## src/rtl/btn_conditioner.sv

```systemverilog
// Button/switch input conditioner: 2-flop synchroniser, counter debounce,
// clean level plus registered press/release pulses with optional hold-to-repeat.
module btn_conditioner #(
  parameter int              N_IN            = 5,
  parameter int              DEBOUNCE_CYCLES = 400000,
  parameter int              REPEAT_DELAY    = 16000000,
  parameter int              REPEAT_PERIOD   = 4000000,
  parameter logic [N_IN-1:0] REPEAT_MASK     = 5'b01111
) (
  input  logic            clk,
  input  logic            clr,
  input  logic [N_IN-1:0] raw_i,
  output logic [N_IN-1:0] level_o,
  output logic [N_IN-1:0] press_o,
  output logic [N_IN-1:0] release_o
);

  localparam int DW = (DEBOUNCE_CYCLES > 2) ? $clog2(DEBOUNCE_CYCLES) : 1;
  localparam int RW = $clog2(REPEAT_DELAY + 1);

  localparam logic [DW-1:0] DEB_MAX    = DW'(DEBOUNCE_CYCLES - 1);
  localparam logic [RW-1:0] RPT_FIRE   = RW'(REPEAT_DELAY - 1);
  localparam logic [RW-1:0] RPT_RELOAD = RW'(REPEAT_DELAY - REPEAT_PERIOD);

  logic [N_IN-1:0] s1_q, s2_q;
  logic [N_IN-1:0] level_q, press_q, release_q;
  logic [N_IN-1:0] level_d, press_d, release_d;

  genvar gi;
  generate
    for (gi = 0; gi < N_IN; gi++) begin : g_chan
      localparam bit RPT_EN = REPEAT_MASK[gi];

      logic [DW-1:0] dcnt_q, dcnt_d;
      logic [RW-1:0] rcnt_q, rcnt_d;
      logic          accept;
      logic          lvl_d, prs_d, rel_d;

      assign accept = (s2_q[gi] != level_q[gi]) && (dcnt_q == DEB_MAX);

      always_comb begin
        dcnt_d = dcnt_q;
        rcnt_d = rcnt_q;
        lvl_d  = level_q[gi];
        prs_d  = 1'b0;
        rel_d  = 1'b0;

        if (s2_q[gi] == level_q[gi]) begin
          dcnt_d = '0;
        end else if (dcnt_q == DEB_MAX) begin
          dcnt_d = '0;
          lvl_d  = s2_q[gi];
        end else begin
          dcnt_d = dcnt_q + 1'b1;
        end

        // An accepted release beats a repeat that falls due on the same edge.
        if (accept && s2_q[gi]) begin
          prs_d  = 1'b1;
          rcnt_d = '0;
        end else if (accept && !s2_q[gi]) begin
          rel_d  = 1'b1;
          rcnt_d = '0;
        end else if (RPT_EN && level_q[gi]) begin
          if (rcnt_q == RPT_FIRE) begin
            prs_d  = 1'b1;
            rcnt_d = RPT_RELOAD;
          end else begin
            rcnt_d = rcnt_q + 1'b1;
          end
        end

        if (!RPT_EN) begin
          rcnt_d = '0;
        end
      end

      always_ff @(posedge clk) begin
        if (clr) begin
          dcnt_q <= '0;
          rcnt_q <= '0;
        end else begin
          dcnt_q <= dcnt_d;
          rcnt_q <= rcnt_d;
        end
      end

      assign level_d[gi]   = lvl_d;
      assign press_d[gi]   = prs_d;
      assign release_d[gi] = rel_d;
    end
  endgenerate

  always_ff @(posedge clk) begin
    if (clr) begin
      s1_q      <= '0;
      s2_q      <= '0;
      level_q   <= '0;
      press_q   <= '0;
      release_q <= '0;
    end else begin
      s1_q      <= raw_i;
      s2_q      <= s1_q;
      level_q   <= level_d;
      press_q   <= press_d;
      release_q <= release_d;
    end
  end

  assign level_o   = level_q;
  assign press_o   = press_q;
  assign release_o = release_q;

endmodule

```

## config.mk

```make
export PLATFORM = sky130hd
export DESIGN_NAME = btn_conditioner
export DESIGN_NICKNAME = d
export VERILOG_FILES = /design/src/rtl/btn_conditioner.sv
export SDC_FILE = /design/constraint.sdc
export NUM_CORES = 1
export LEC_CHECK = 0
export ABC_CLOCK_PERIOD_IN_PS = 2600
export CAP_MARGIN = 20
export CORE_MARGIN = 5
export CORE_UTILIZATION = 30
export DETAILED_ROUTE_END_ITERATION = 6
export PLACE_DENSITY = 0.43
export SLEW_MARGIN = 20
export SYNTH_ARGS = -nofsm -noshare
export SYNTH_HDL_FRONTEND = slang
export SYNTH_SLANG_ARGS = --single-unit
```

## constraint.sdc

```tcl
create_clock -name clk -period 2.6 [get_ports clk]
set_input_delay 0.52 -clock clk [delete_from_list [all_inputs] [get_ports clk]]
set_output_delay 0.52 -clock clk [all_outputs]
set_load 0.005 [all_outputs]
```

# Yosys cells after proc, flatten, opt, wreduce, memory -nomap -nowiden
# Cells that the tools add are included.
# W data, S select, Z words.
[word_totals]
n_memories = 0
latchBits = 0
inputBits = 7
output_inout_bits = 15
word_cells = 120
register_bits = 216
mem_bits_ro = 0
ram_bits = 0
[op_classes]
n_reduce_logical = 39
n_lt_le_gt_ge = 0
shifts = 0
muxes = 26
n_mul = 0
div = 0
n_bitwise = 5
n_eq_ne = 19
n_addsub = 9
[op_table]
columns = ["cell", "count"]
rows = [
  ["$add A24 B1 Y24 const B", 4],
  ["$eq A24 B24 Y1 const B", 4],
  ["$mux W24", 4],
  ["$add A19 B1 Y19 const B", 5],
  ["$eq A19 B19 Y1 const B", 5],
  ["$reduce_or A3 Y1", 9],
  ["$mux W1", 22],
  ["$logic_and A1 B1 Y1", 15],
  ["$reduce_and A2 Y1", 5],
  ["$reduce_or A2 Y1", 5],
  ["$eq A1 B1 Y1", 5],
  ["$logic_not A1 Y1", 5],
  ["$ne A1 B1 Y1", 5],
  ["$not A1 Y1", 5],
]

# Logic depth before layout (Yosys ltp)
# Gate-level depths: netlist of run 1.
[logic_depth]
word_depth = 5
ltp_mapped = 9
ltp_nobuf = 6

# Worst setup path before layout of run 1
# No wires, ideal clock.
[synth_path]
kind = "register to register"
from = "register g_chan[0].rcnt_q[0]"
to = "register g_chan[0].rcnt_q[13]"
path_slack_ns = 0.626
t_arrival_ns = 1.859
stages_incl_launch_ff = 8
path_buffers = 1
period_less_slack_ns = 1.974
t_required_ns = 2.485
setup_time_ns = 0.115
path_cell_list = "dfxtp_1 ha_1 nor4bb_1 nand4_1 or4_4 o221ai_1 buf_4 nor2_1"
[synth_via]
elab_chain_len = 2
word_cells_on_any_way = 3
classes_between = "add/sub: 1; eq/ne: 1; mux: 1"
[synth_lines]
columns = ["item", "line_no", "rtl"]
rows = [
  ["start: declaration", "35", "logic [RW-1:0] rcnt_q, rcnt_d;"],
  ["start signal: assignment", "84", "rcnt_q <= rcnt_d;"],
  ["$add A24 B1 Y24 / $eq A24 B24 Y1 (equally long branches)", "69, 65", ""],
  ["$mux W24 (*)", "65", "if (rcnt_q == RPT_FIRE) begin"],
]
# Mark *: on every way between the ends. The rest lies on a longest branch, timed or not.
# A chain may end at the register's enable or synchronous reset.

# Worst setup path in the final report of run 1
[layout_path]
from = "register g_chan[0].rcnt_q[0]"
to = "register g_chan[0].rcnt_q[15]"
# The elaborated chain is that of the path after synthesis.

==> run metrics, run 1 <==
Avg WL per Cell=about 12 um; Post-synth top flop=dfxtp_1; core area=about 0.031 mm^2; Synth Area per Inst=between 8 and 9 um^2; crit path kind=reg -> reg; hold depth=1; First-pass DRT Iterations=4; CP Capture Type=flop; dpl cell area=0.0101 mm^2; n_diodes=0; Hold Path Origin=s1_q[1]; met3 usage=2.00%; Synthesized Nets=between 1000 and 1500; count leader, synth=dfxtp_1; std cell rows=64; CTS max path bufs=3; vias in the first global route=approximately 6800; RR Startpoint=g_chan[0].rcnt_q[0]; setup TNS=0 ns; H-tree Lvls=1; via/cell ratio=roughly 4.6; LEAKAGE=roughly 0.0036 uW; Syn. warnings=0; largest net degree at the start of global routing=24; Layout Nets=1114; critical-path cell list=ha_1, nor4bb_1, nand4_1, or4_4, o221ai_1, buf_4, nor2_1; die height=~190 um; switching power=between 1000 and 1500 uW; outcome=completed; number of synthesized flops with an enable pin=0; die width=about 190 um; Sw Ratio=between 20% and 30%; routing usage on met1=14.6%; Pint=between 5000 and 6000 uW; Worst Reg-to-Reg Cells=7; synth top area cells=dfxtp_1 46%, nor2_1 8.6%, xnor2_1 8.1%, xor2_1 8.1%, nand3_1 3.4%; clock network power share=roughly half; crit path from=g_chan[0].rcnt_q[0]; Max-Cap Viols=0; Hold Crit Class=reg -> reg; Setup Skew=about 0.009 ns; met2 global-route usage=between 10% and 20%; Fmax achieved=460 MHz; count of final setup violators=0; PostCTS Resize Cnt=0; Clock transition at path regs=0.06 ns; FF+latch count, synth=approximately 220; CP Launch Type=flop; fin crit share=roughly 84%; CTS sink cnt=~220; final setup margin=between 0.4 and 0.5 ns; initial antenna violation count=0; first-pass GRT wire length=32.6 mm; Comb power frac=about 1.3%; worst reg2reg setup slack=0.43 ns; synthesized cell area=approximately 0.0094 mm^2; Post-Route WL=18.7 mm; Critical Path Fanout Max=11; HPWL after detailed placement=12.6 mm; gr busiest metal=met2; Hold Vio Cnt, Final=0; Post-CTS Setup Repair Bufs=0; register area share after synthesis=between 40 and 50%; commonest cells in the netlist=216 x dfxtp_1, 214 x nor2_1, 87 x xnor2_1, 87 x xor2_1, 66 x nand2_1; die footprint=0.0349 mm^2; area delta synth->final=16.4%; Clk Latency, worst-skew pair=a little over 0.5 ns; routed vias=~7000; share of cells above drive strength 1=about 7.7%; Power Density=between 600 and 700 mW/mm^2; Design Area, Final=around 0.011 mm^2; Yosys top cell by area=dfxtp_1; Slowest-stage cell, CP=or4_4; Seq pwr share=48.3%; Critical Path RT=~3.0 ns; Routed Antenna Nets=0; CTS Root Cell=clkbuf_16; pre-CTS WS=around 0.46 ns; Slew headroom=50.0%; top-area cell type share of the netlist area=~46%; Critical Path AT=between 2 and 3 ns; GP Congestion=0.737; pins over their slew limit=0; Num CTS Buffers=26; DR iter-0 viols=270; asr flop ratio synth=0%; GR Util All Layers=between 10% and 20%; DRC errors left=0; RSZ-0062 raised after global routing=no; PortBufs=21; I/O pins=22; Tmin final=between 2 and 2.5 ns; Synth Instances=approximately 1100; Netlist cell types=54; CTS tree=done; peak supply drop=0.000488 V; Least-Margin Pin Slew=roughly 0.74 ns; Initial Util=a little under a third; grt total ovfl=0; Hold-fix buffers, CTS=0; CP peak stage delay=~0.58 ns
worst max-delay path, delay by kind of cell (launching register included):
family,cells,cell delay [ns]
simple gates,4,1.06
flops,1,0.38
buf+inv,1,0.22
fa+ha+maj,1,0.21
compound gates,1,0.19
registers in the layout, indices dropped and copies added, names as in the netlist:
name	count
press_o	5
s2_q	5
g_chan.rcnt_q	96
level_o	5
g_chan.dcnt_q	95
s1_q	5
release_o	5
layout by cell type (no fill, tap or decap), types with 21 or more instances in the layout:
master | synthesis | layout
a21oi_1 | 27 | 27
inv_1 | 21 | 21
and3_1 | 33 | 33
nor3_1 | 27 | 27
dfxtp_1 | 216 | 216
xnor2_1 | 87 | 87
clkbuf_16 | 0 | 27
nor4_1 | 21 | 21
nand4_1 | 49 | 49
xor2_1 | 87 | 87
nor2_1 | 214 | 214
nand3_1 | 64 | 64
nand2_1 | 66 | 66
buf_4 | 8 | 21
layout make-up:
cell class | count | area, um^2
inverter | 21 | 78.8
sequential | 216 | 4320
fill | 3250 | 19800
tap | 396 | 495
timing repair buffer | 42 | 363
clock buffer | 41 | 808
clock inverter | 5 | 25.0
multi-input combinational | 791 | 4810
metrics by stage:
step                      utilization, %  total power (uW)  hold WS (ns)  cells
after floorplan                        -              3450         0.414   1059
after global placement              32.8              3490         0.423   1466
after detailed placement            32.8              3490         0.428   1466
after CTS                           35.5              7040         0.442   1512
after global routing                35.5              7180         0.463   1512
final                               35.5              6890         0.437   1512
kinds of logic (layout without fill, tap and decap cells):
logic type / after synthesis / count (layout) / share of synthesized area, %
flip-flops: 216 / 216 / 46.1
AND/OR/NAND/NOR: 562 / 562 / 30.6
buffers and inverters: 52 / 109 / 2.52
XOR/XNOR: 174 / 174 / 16.3
multiplexers: 6 / 6 / 0.654
adder cells (fa/ha/maj): 9 / 9 / 1.20
AO/OA/AOI/OAI: 40 / 40 / 2.66
power groups by stage:
stage / Sequential, uW / Clock [uW] / Combinational (uW)
after floorplan: 3400 / 0 / 56.3
after global placement: 3400 / 0 / 91.3
after detailed placement: 3400 / 0 / 90.8
after CTS: 3330 / 3620 / 91.1
after global routing: 3330 / 3760 / 97.7
final: 3330 / 3470 / 86.5
per-layer routing:
layer	up-vias	wire length [um]
met2	52	8080
li1	3688	-
met3	31	511
met1	3222	9700
met4	0	411
met5	-	0
path summary, 6_finish.rpt:
kind,end
worst max-delay path,g_chan[0].rcnt_q[15]
worst min-delay path,s2_q[1]
worst min register to register,s2_q[1]
worst max register to register,g_chan[0].rcnt_q[15]
No activity file was read; power rests on OpenSTA's default activity.
==> run 2: changes to the inputs <==
--- a/config.mk
+++ b/config.mk
@@ -5,7 +5,7 @@
 export SDC_FILE = /design/constraint.sdc
 export NUM_CORES = 1
 export LEC_CHECK = 0
-export ABC_CLOCK_PERIOD_IN_PS = 2600
+export ABC_CLOCK_PERIOD_IN_PS = 2090
 export CAP_MARGIN = 20
 export CORE_MARGIN = 5
 export CORE_UTILIZATION = 30
==> constraint.sdc (replaced) <==
create_clock -name clk -period 2.09 [get_ports clk]
set_input_delay 0.418 -clock clk [delete_from_list [all_inputs] [get_ports clk]]
set_output_delay 0.418 -clock clk [all_outputs]
set_load 0.005 [all_outputs]
==> run 2 against run 1 <==
  * Flip-flop and latch count unchanged
  * Via count increased by 1.2%
  * Worst setup slack lost 0.32 ns
  * Die area unchanged
  * Clock-buffer cell count is 1 higher
  * Sequential share of layout area decreased by 1.2 points
  * Worst hold slack got worse by 0.10 ns
  * Non-clock buffer count rose by 31
  * Critical path depth fell by 1
  * Critical path type unchanged
==> run metrics, run 2 (same netlist as run 1, synthesis figures left out) <==
GR Util All Layers=10.7% (+0.11 points); share of cells above drive strength 1=10.5% (+2.8 points); CTS sink cnt=216 (unchanged); initial antenna violation count=0 (unchanged); H-tree Lvls=1 (unchanged); CTS max path bufs=3 (unchanged); peak supply drop=0.000527 V (+8.1%); DRC errors left=0 (unchanged); top flop regs=g_chan.rcnt_q: 96 flops, g_chan.dcnt_q: 95 flops; LEAKAGE=0.00376 uW (+5.4%); Routed Antenna Nets=0 (unchanged); area delta synth->final=20.1%; outcome=completed; CP Capture Type=flop; Slew headroom=62.5% (+12 points); count of final setup violators=0 (unchanged); Power Density=756 mW/mm^2 (+20%); most frequent cells in the layout=214 x nor2_1, 214 x dfxtp_1, 87 x xnor2_1, 87 x xor2_1, 66 x nand2_1; vias in the first global route=6944 (+2.2%); Tmin final=1.98 ns (-0.193 ns); I/O pins=22 (unchanged); die footprint=0.0349 mm^2 (unchanged); Num CTS Buffers=26 (unchanged); Critical Path RT=2.52 ns (-0.48 ns); largest net degree at the start of global routing=19 (-21%); grt total ovfl=0 (unchanged); Post-Route WL=18.8 mm (+0.28%); fin crit share=94.7% (+11 points); GP Congestion=0.770 (+4.4%); first-pass GRT wire length=33.1 mm (+1.4%); Post-Place Cells=1494 (+1.9%); die height=187 um (unchanged); PortBufs=21 (unchanged); Hold Crit Class=in -> reg; CP Launch Type=flop; Initial Util=30.5% (unchanged); area of the multi-input gates=0.00487 mm^2 (+1.2%); Largest register FFs=96 (unchanged); Filler Cell Count=3190 (-1.8%); die width=187 um (unchanged); HPWL after detailed placement=12.7 mm (+0.50%); pre-CTS WS=0.00559 ns (-0.450 ns); Max-Cap Viols=0 (unchanged); Layout Nets=1145 (+2.8%); CTS Root Cell=clkbuf_16; Avg WL per Cell=12.2 um (-1.5%); DR iter-0 viols=248 (-8.1%); Hold Vio Cnt, Final=0 (unchanged); CTS tree=done; routed vias=7074 (+1.2%); final core occ=36.6% (+1.1 points); Clk Latency, worst-skew pair=0.52 ns (about the same); pins over their slew limit=0 (unchanged); std cell rows=64 (unchanged); Fmax achieved=505 MHz (+9.7%); crit path kind=reg -> reg; Critical Path Fanout Max=5 (-6); filler-free cell count of the finished design=1540 (+1.9%); n_diodes=0 (unchanged); Least-Margin Pin Slew=0.559 ns (-0.184 ns); core area=0.0307 mm^2 (unchanged); register area=0.00433 mm^2 (about the same); Clock transition at path regs=0.05 ns (about the same); Reg with most FFs=g_chan.rcnt_q; Hold-fix buffers, CTS=0 (unchanged); via/cell ratio=4.59 (-0.68%); Setup Skew=0.0131 ns (+0.00436 ns); First-pass DRT Iterations=4 (unchanged); final setup margin=0.111 ns (-0.317 ns); Critical Path AT=2.41 ns (-0.16 ns)
[run 2: changes by cell type in the layout (fill, tap and decap cells not counted), sizes merged]
cell    delta
buf       +31
clkbuf     +1
clkinv     -4
[run 2: cell type report]
class,instances,area share (%)
Inverter,21,0.700
Clock buffer,42,7.13
Clock inverter,1,0.0445
Sequential cell,216,38.4
Timing Repair Buffer,73,5.99
Multi-Input combinational cell,791,43.3
Tap cell,396,4.40
[run 2: metrics by stage]
step	setup TNS (ns)	total power (uW)	hold WS [ns]	instance area [um^2]
after detailed placement	0	4360	0.426	10400
after floorplan	0	4300	0.414	9370
after global placement	0	4360	0.420	10400
after global routing	-0.171	8860	0.354	11300
final	0	8500	0.334	11300
after CTS	0	8700	0.313	11200
[run 2: routing by layer]
layer  vias up  global-route usage, %  part of all wire, %
li1       3743                      -                    -
met1      3234                   14.8                   52
met2        65                   17.2                   43
met3        32                   2.06                  3.2
met4         0                   2.99                  2.7
met5         -                      0                    0
[run 2: path summary, 6_finish.rpt]
path / start / endpoint / slack (ns) / depth (start not counted)
max: g_chan[0].rcnt_q[0] / press_o[0] / 0.11 / 6
min: clr / s2_q[3] / 0.33 / 2
max reg2reg: g_chan[0].rcnt_q[0] / press_o[0] / 0.11 / 6
min reg2reg: s1_q[3] / s2_q[3] / 0.43 / 1
[run 2: what timing repair did]
action | in CTS | in global routing
endpoints found under the setup margin | 9 | 36
buffers inserted | 0 | 2
endpoints found under the hold margin | 0 | 0
pin swaps | 1 | 2
cloned | 0 | 1
resized for setup | 1 | 13
[run 2: power breakdown]
| part | switching (uW) | internal [uW] |
|---|---|---|
| clock network | 1650 | 2580 |
| registers | 7.40 | 4130 |
| logic | 75.4 | 55.7 |
| total | 1730 | 6770 |
[run 2: worst max-delay path, stage by stage (launching register included)]
cell      delay, ns
dfxtp_1        0.33
ha_1           0.20
nor4bb_2       0.21
nand4_1        0.14
or4_4          0.58
mux2_2         0.28
nor3_1         0.15
